File: config.mk
export PLATFORM = sky130hd
export DESIGN_NAME = attn_inst_sequencer_flat
export DESIGN_NICKNAME = d
export VERILOG_FILES = /design/src/rtl/attn_inst_sequencer_if.sv /design/src/rtl/attn_inst_sequencer.sv /design/src/flat_wrapper.sv
export SDC_FILE = /design/constraint.sdc
export NUM_CORES = 1
export LEC_CHECK = 0
export CAP_MARGIN = 40
export CORE_AREA = 4 4 65 82
export DETAILED_ROUTE_END_ITERATION = 7
export DIE_AREA = 0 0 69 86
export SETUP_SLACK_MARGIN = 0.15
export SYNTH_ARGS = -nofsm -noshare
export SYNTH_HDL_FRONTEND = slang
export SYNTH_SLANG_ARGS = --single-unit
File: constraint.sdc
create_clock -name clk -period 2.05 [get_ports clk]
set_input_delay 0.3075 -clock clk [delete_from_list [all_inputs] [get_ports clk]]
set_output_delay 0.3075 -clock clk [all_outputs]
set_load 0.01 [all_outputs]
File: src/rtl/attn_inst_sequencer_if.sv
// Handshake and instruction bus between the attention instruction sequencer
// and its environment (host loader, output FIFO status, core instruction port).
interface attn_inst_sequencer_if;
  logic        start;
  logic        norm_en;
  logic        in_valid;
  logic        in_ready;
  logic        fifo_valid;
  logic [19:0] inst;
  logic        busy;
  logic        done;

  // Sequencer side
  modport master (
    input  start, norm_en, in_valid, fifo_valid,
    output in_ready, inst, busy, done
  );

  // Host / core side
  modport slave (
    output start, norm_en, in_valid, fifo_valid,
    input  in_ready, inst, busy, done
  );
endinterface

File: src/rtl/attn_inst_sequencer.sv
// Attention core instruction sequencer: one pass of K load, Q load, kernel
// load, execute, FIFO drain and optional per-row normalization.
// All outputs come from registers. The only exception is the data-handshake
// strobes (kmem_wr/qmem_wr during loads, ofifo_rd/pmem_wr during drain): a
// registered enable is ANDed with the live valid so the write lands in the
// same cycle the word or FIFO entry is actually present.
module attn_inst_sequencer #(
  parameter int col    = 8,
  parameter int nq     = 8,
  parameter int addr_w = 4
) (
  input  logic                   clk,
  input  logic                   reset,
  attn_inst_sequencer_if.master  bus
);

  localparam int CW = addr_w + 1;
  localparam logic [CW-1:0] ZERO     = {CW{1'b0}};
  localparam logic [CW-1:0] ONE      = {{(CW-1){1'b0}}, 1'b1};
  localparam logic [CW-1:0] COL_LAST = CW'(col - 1);
  localparam logic [CW-1:0] COL_END  = CW'(col);
  localparam logic [CW-1:0] NQ_LAST  = CW'(nq - 1);
  localparam logic [CW-1:0] NQ_END   = CW'(nq);

  typedef enum logic [2:0] {
    IDLE, LOAD_K, LOAD_Q, KLOAD, EXEC, DRAIN, NORM, DONE
  } state_t;

  state_t          state_q, state_d;
  logic [CW-1:0]   cnt_q, cnt_d;
  logic [1:0]      sub_q, sub_d;
  logic            norm_q, norm_d;
  logic [19:0]     inst_q, inst_d;
  logic            karm_q, karm_d;
  logic            qarm_q, qarm_d;
  logic            darm_q, darm_d;
  logic            rdy_q, rdy_d;
  logic            busy_q, busy_d;
  logic            done_q, done_d;

  // Next-state, counter and captured-mode logic
  always_comb begin
    state_d = state_q;
    cnt_d   = cnt_q;
    sub_d   = sub_q;
    norm_d  = norm_q;
    case (state_q)
      IDLE: begin
        if (bus.start) begin
          state_d = LOAD_K;
          cnt_d   = ZERO;
          sub_d   = 2'd0;
          norm_d  = bus.norm_en;
        end else begin
          state_d = IDLE;
        end
      end
      LOAD_K: begin
        if (bus.in_valid) begin
          if (cnt_q == COL_LAST) begin
            state_d = LOAD_Q;
            cnt_d   = ZERO;
          end else begin
            cnt_d = cnt_q + ONE;
          end
        end else begin
          cnt_d = cnt_q;
        end
      end
      LOAD_Q: begin
        if (bus.in_valid) begin
          if (cnt_q == NQ_LAST) begin
            state_d = KLOAD;
            cnt_d   = ZERO;
          end else begin
            cnt_d = cnt_q + ONE;
          end
        end else begin
          cnt_d = cnt_q;
        end
      end
      KLOAD: begin
        if (cnt_q == COL_END) begin
          state_d = EXEC;
          cnt_d   = ZERO;
        end else begin
          cnt_d = cnt_q + ONE;
        end
      end
      EXEC: begin
        if (cnt_q == NQ_END) begin
          state_d = DRAIN;
          cnt_d   = ZERO;
        end else begin
          cnt_d = cnt_q + ONE;
        end
      end
      DRAIN: begin
        if (bus.fifo_valid) begin
          if (cnt_q == NQ_LAST) begin
            state_d = norm_q ? NORM : DONE;
            cnt_d   = ZERO;
            sub_d   = 2'd0;
          end else begin
            cnt_d = cnt_q + ONE;
          end
        end else begin
          cnt_d = cnt_q;
        end
      end
      NORM: begin
        sub_d = sub_q + 2'd1;
        if (sub_q == 2'd3) begin
          if (cnt_q == NQ_LAST) begin
            state_d = DONE;
            cnt_d   = ZERO;
          end else begin
            cnt_d = cnt_q + ONE;
          end
        end else begin
          cnt_d = cnt_q;
        end
      end
      DONE: begin
        state_d = IDLE;
        cnt_d   = ZERO;
      end
      default: begin
        state_d = IDLE;
        cnt_d   = ZERO;
        sub_d   = 2'd0;
      end
    endcase
  end

  // Decode the instruction word for the upcoming cycle from the next state
  always_comb begin
    inst_d = 20'd0;
    karm_d = 1'b0;
    qarm_d = 1'b0;
    darm_d = 1'b0;
    rdy_d  = 1'b0;
    busy_d = (state_d != IDLE);
    done_d = 1'b0;
    case (state_d)
      LOAD_K: begin
        rdy_d          = 1'b1;
        karm_d         = 1'b1;
        inst_d[15:12]  = 4'(cnt_d);
      end
      LOAD_Q: begin
        rdy_d          = 1'b1;
        qarm_d         = 1'b1;
        inst_d[15:12]  = 4'(cnt_d);
      end
      KLOAD: begin
        // Array kernel-load strobe trails the K read by one cycle (SRAM latency)
        if (cnt_d < COL_END) begin
          inst_d[3]     = 1'b1;
          inst_d[15:12] = 4'(cnt_d);
        end else begin
          inst_d[3]     = 1'b0;
        end
        inst_d[6] = (cnt_d != ZERO);
      end
      EXEC: begin
        // Execute strobe trails the Q read by one cycle (SRAM latency)
        if (cnt_d < NQ_END) begin
          inst_d[5]     = 1'b1;
          inst_d[15:12] = 4'(cnt_d);
        end else begin
          inst_d[5]     = 1'b0;
        end
        inst_d[7] = (cnt_d != ZERO);
      end
      DRAIN: begin
        darm_d        = 1'b1;
        inst_d[11:8]  = 4'(cnt_d);
      end
      NORM: begin
        inst_d[11:8] = 4'(cnt_d);
        case (sub_d)
          2'd0:    inst_d[1]  = 1'b1;
          2'd1:    inst_d[17] = 1'b1;
          2'd2:    inst_d[1]  = 1'b1;
          2'd3: begin
            inst_d[18] = 1'b1;
            inst_d[0]  = 1'b1;
          end
          default: inst_d[1]  = 1'b0;
        endcase
      end
      DONE:    done_d = 1'b1;
      default: done_d = 1'b0;
    endcase
  end

  // FSM state, counters and registered outputs
  always_ff @(posedge clk or negedge reset) begin
    if (!reset) begin
      state_q <= IDLE;
      cnt_q   <= ZERO;
      sub_q   <= 2'd0;
      norm_q  <= 1'b0;
      inst_q  <= 20'd0;
      karm_q  <= 1'b0;
      qarm_q  <= 1'b0;
      darm_q  <= 1'b0;
      rdy_q   <= 1'b0;
      busy_q  <= 1'b0;
      done_q  <= 1'b0;
    end else begin
      state_q <= state_d;
      cnt_q   <= cnt_d;
      sub_q   <= sub_d;
      norm_q  <= norm_d;
      inst_q  <= inst_d;
      karm_q  <= karm_d;
      qarm_q  <= qarm_d;
      darm_q  <= darm_d;
      rdy_q   <= rdy_d;
      busy_q  <= busy_d;
      done_q  <= done_d;
    end
  end

  assign bus.inst = {inst_q[19:17],
                     inst_q[16] | (darm_q & bus.fifo_valid),
                     inst_q[15:5],
                     inst_q[4]  | (qarm_q & bus.in_valid),
                     inst_q[3],
                     inst_q[2]  | (karm_q & bus.in_valid),
                     inst_q[1],
                     inst_q[0]  | (darm_q & bus.fifo_valid)};
  assign bus.in_ready = rdy_q;
  assign bus.busy     = busy_q;
  assign bus.done     = done_q;

endmodule
File: src/flat_wrapper.sv
// flat-port wrapper written by rule: the top's interface ports become plain ports
module attn_inst_sequencer_flat 
#(
  parameter int col    = 8,
  parameter int nq     = 8,
  parameter int addr_w = 4
)
  (clk, reset, bus_start, bus_norm_en, bus_in_valid, bus_fifo_valid, bus_in_ready, bus_inst, bus_busy, bus_done);
  attn_inst_sequencer_if bus_i ();
  input  logic clk;
  input  logic reset;
  input wire logic [$bits(bus_i.start)-1:0] bus_start;
  input wire logic [$bits(bus_i.norm_en)-1:0] bus_norm_en;
  input wire logic [$bits(bus_i.in_valid)-1:0] bus_in_valid;
  input wire logic [$bits(bus_i.fifo_valid)-1:0] bus_fifo_valid;
  output wire logic [$bits(bus_i.in_ready)-1:0] bus_in_ready;
  output wire logic [$bits(bus_i.inst)-1:0] bus_inst;
  output wire logic [$bits(bus_i.busy)-1:0] bus_busy;
  output wire logic [$bits(bus_i.done)-1:0] bus_done;
  assign bus_i.start = bus_start;
  assign bus_i.norm_en = bus_norm_en;
  assign bus_i.in_valid = bus_in_valid;
  assign bus_i.fifo_valid = bus_fifo_valid;
  assign bus_in_ready = bus_i.in_ready;
  assign bus_inst = bus_i.inst;
  assign bus_busy = bus_i.busy;
  assign bus_done = bus_i.done;
  attn_inst_sequencer #(.col(col), .nq(nq), .addr_w(addr_w)) u_core (.clk(clk), .reset(reset), .bus(bus_i));
endmodule
==> impl_metrics.csv <==
group,metric,value,unit
status,status,"complete, no violations",
clocking,cts_root_buf,"clkbuf_8",
cells_and_area,seq_area,805,µm²
critical_path,crit_arrival,2.15,ns
drt,wl,4670,µm
critical_path,cp-start-kind,"register",
drt,drt_first_iter_violations,58,
synth,netlist_area,1760,µm²
job,drv_cap,0,
clocking,htree_levels,2,
timing,rsz0062_at_grt,"true",
synth,yosys.cell_types.count,56,
power_and_ir_drop,power.leakage,1.15,nW
drt,ant_nets,0,
drt,wl_per_cell,15.8,µm
grt,antenna_found_initial,0,
cells_and_area,drive_above_1_share,37.9,%
synth,synthCells,169,
place,dp.cells,279,
drt,viasPerCell,5.21,
grt,grt_max_degree,33,
floorplanning,io_pins,29,
power_and_ir_drop,p_per_area,1370,nW/µm²
power_and_ir_drop,p_sw_share,39.0,%
timing,finalSetupViolations,0,
timing,fin_crit,1.94,ns
clocking,insertion_delay,0.29,ns
cells_and_area,fin_cells,295,
timing,slew_violations,0,
floorplanning,start_util,38.1,%
critical_path,required,2.26,ns
drt,vias,1537,
synth,ys_seq_elements,32,
synth,synth_nets,178,
clocking,cts_tree,"yes",
cells_and_area,final_util,55.8,%
floorplanning,die_y,86,µm
power_and_ir_drop,peakVddDrop,0.926,mV
cells_and_area,diodes,0,
timing,fmax,516,MHz
synth,ys_warn_count,0,
timing,fin_crit_sh,94.6,%
worst_hold_path,holdCritPathClass,"in -> async",
critical_path,critical_path_class,"reg -> reg",
floorplanning,dieArea,5930,µm²
grt,grt_pass1_vias,1639,
power_and_ir_drop,power_frac_clock,17.0,%
place,place_hpwl,3460,µm
clocking,cts.clk_slew.worst_paths,0.07,ns
timing,fin_skew,0.00535,ns
cells_and_area,fillers,406,
power_and_ir_drop,p_sw,0.00138,W
synth,yosys_most_used_dff,"dfrtp_1",
grt,gr-usage-all-layers,16.3,%
timing,worst_hold_slack,0.410,ns
cells_and_area,multi_input_area,1000,µm²
clocking,cts_buffer_depth,2,
clocking,clock-sinks,32,
place,gp_congestion,0.839,
cells_and_area,fin_nets,243,
critical_path,endpoint_kind,"register",
cells_and_area,area_growth_syn_to_layout,46.3,%
drt,dr.pass1.iters,4,
floorplanning,coreArea,4620,µm²
power_and_ir_drop,comb_power_share,56.2,%
drt,drcViolationCount,0,
timing,hold_violations,0,
synth,async_flop_share,100,%
critical_path,r2r-start,"u_core.cnt_q[1]",
floorplanning,die_w,69,µm
synth,synth_edf_count,0,
floorplanning,rows,28,
power_and_ir_drop,pwr-share-seq,26.8,%
synth,ys_seq_area_share,45.4,%
power_and_ir_drop,power,0.00354,W
grt,grt_overflow,0,
clocking,cts_buffers,5,
grt,grt_pass1_wl,7650,µm
power_and_ir_drop,p_int,0.00216,W
critical_path,path_max_fanout,6,
critical_path,critPathLaunch,"u_core.cnt_q[1]",
synth,synth_area_per_cell,10.4,µm²
place,numPortBuffers,27,
## timing repair
action                                  4_1_cts  5_1_grt
pin swaps                                    13        2
cloned                                        0        0
gates resized for setup                      21       15
hold buffers                                  0        0
endpoints found under the setup margin       19       22
buffers inserted                              3        5
## power groups by stage
| stage | Sequential, W | Combinational, W | Clock, W |
|---|---|---|---|
| 2_1_floorplan | 0.000910 | 0.00103 | 0 |
| 3_3_place_gp | 0.000952 | 0.00166 | 0 |
| 3_5_place_dp | 0.000957 | 0.00169 | 0 |
| 4_1_cts | 0.000957 | 0.00188 | 0.000623 |
| 5_1_grt | 0.000965 | 0.00216 | 0.000652 |
| 6_report | 0.000948 | 0.00199 | 0.000603 |
## flip-flops by register name, summed over array words and instances (netlist names), 2 cells and up
name / cells
u_core.state_q: 3
u_core.cnt_q: 5
u_core.inst_q: 15
u_core.sub_q: 2
## placed cells by master (no fill, tap or decap), types with 4 or more instances in the layout
master,instances
buf_4,37
dfrtp_1,29
clkbuf_8,5
a21oi_1,9
nor2_1,10
clkdlybuf4s50_1,24
o21ai_1,4
nand2_1,10
inv_2,4
nor2b_1,7
a31oi_1,4
inv_1,5
nand3_1,5
and2_1,5
## cells in the mapped netlist, types with 2 or more instances
library cell / number / area share [%]
o21ai_2: 3 / 1.5
nor2b_1: 7 / 2.5
a211oi_1: 3 / 1.3
nand4_1: 2 / 0.71
nand2b_1: 2 / 0.71
nand3_1: 6 / 1.7
buf_4: 2 / 0.85
nand2_1: 10 / 2.1
inv_1: 8 / 1.7
nor3_1: 5 / 1.4
o21ai_0: 7 / 2.0
a21oi_1: 10 / 2.8
a31oi_1: 4 / 1.4
o22ai_1: 3 / 1.1
ha_1: 3 / 2.1
and2_1: 5 / 1.8
mux2i_1: 2 / 1.1
buf_6: 5 / 3.2
a22oi_4: 2 / 2.4
nor3b_1: 2 / 0.85
nor2_1: 12 / 2.6
dfrtp_1: 32 / 45
## cell type report
class                   instances  area share [%]
repair buffers                 65            21.4
multi-input cells             121            38.8
well taps                      60            2.91
clock inverters                 3            1.65
flip-flops and latches         32            31.2
clock buffers                   5            2.67
inverters                       9            1.31
## worst max-delay path, stage by stage, from the launching register on
cell      delay (ns)
dfrtp_1         0.40
ha_2            0.21
and4bb_4        0.32
a211oi_2        0.09
buf_4           0.15
o21ai_4         0.20
a41o_1          0.22
nand4_2         0.10
a21oi_1         0.17
## path summary, 6_finish.rpt
| check | cells after the start | slack, ns | end |
|---|---|---|---|
| max in group asynchronous | 2 | 1.33 | u_core.state_q[2] |
| min reg2reg | 1 | 0.58 | u_core.norm_q |
| min | 2 | 0.41 | u_core.cnt_q[2] |
| max | 8 | 0.11 | u_core.inst_q[12] |
| max reg2reg | 8 | 0.11 | u_core.inst_q[12] |
| min in group clk | 1 | 0.58 | u_core.norm_q |
## per-layer routing
| layer | GRT usage (%) | vias to the layer above | share of wire [%] |
|---|---|---|---|
| li1 | - | 734 | - |
| met1 | 16.7 | 743 | 39 |
| met2 | 31.1 | 44 | 54 |
| met3 | 3.52 | 16 | 3.7 |
| met4 | 7.64 | 0 | 3.6 |
| met5 | 0 | - | 0 |
## kinds of logic (layout without fill, tap and decap cells)
family / after synthesis / in the layout / share of synthesized area (%)
compound gates: 46 / 46 / 20.4
mux: 4 / 4 / 2.55
simple gates: 66 / 66 / 22.8
fa+ha+maj: 3 / 3 / 2.13
other cells: 1 / 1 / 0.213
buf+inv: 16 / 82 / 5.96
flops: 32 / 32 / 45.4
xor+xnor: 1 / 1 / 0.497
## through the flow
stage / setup slack [ns] / area, µm² / TNS [ns]
floorplan: 0.153 / 1760 / 0
global placement: -0.0683 / 2260 / -0.589
detailed placement: -0.132 / 2260 / -1.42
CTS: 0.117 / 2490 / 0
global route: 0.0651 / 2580 / 0
finish: 0.112 / 2580 / 0
Note: power is estimated with default switching activity, not from simulation.
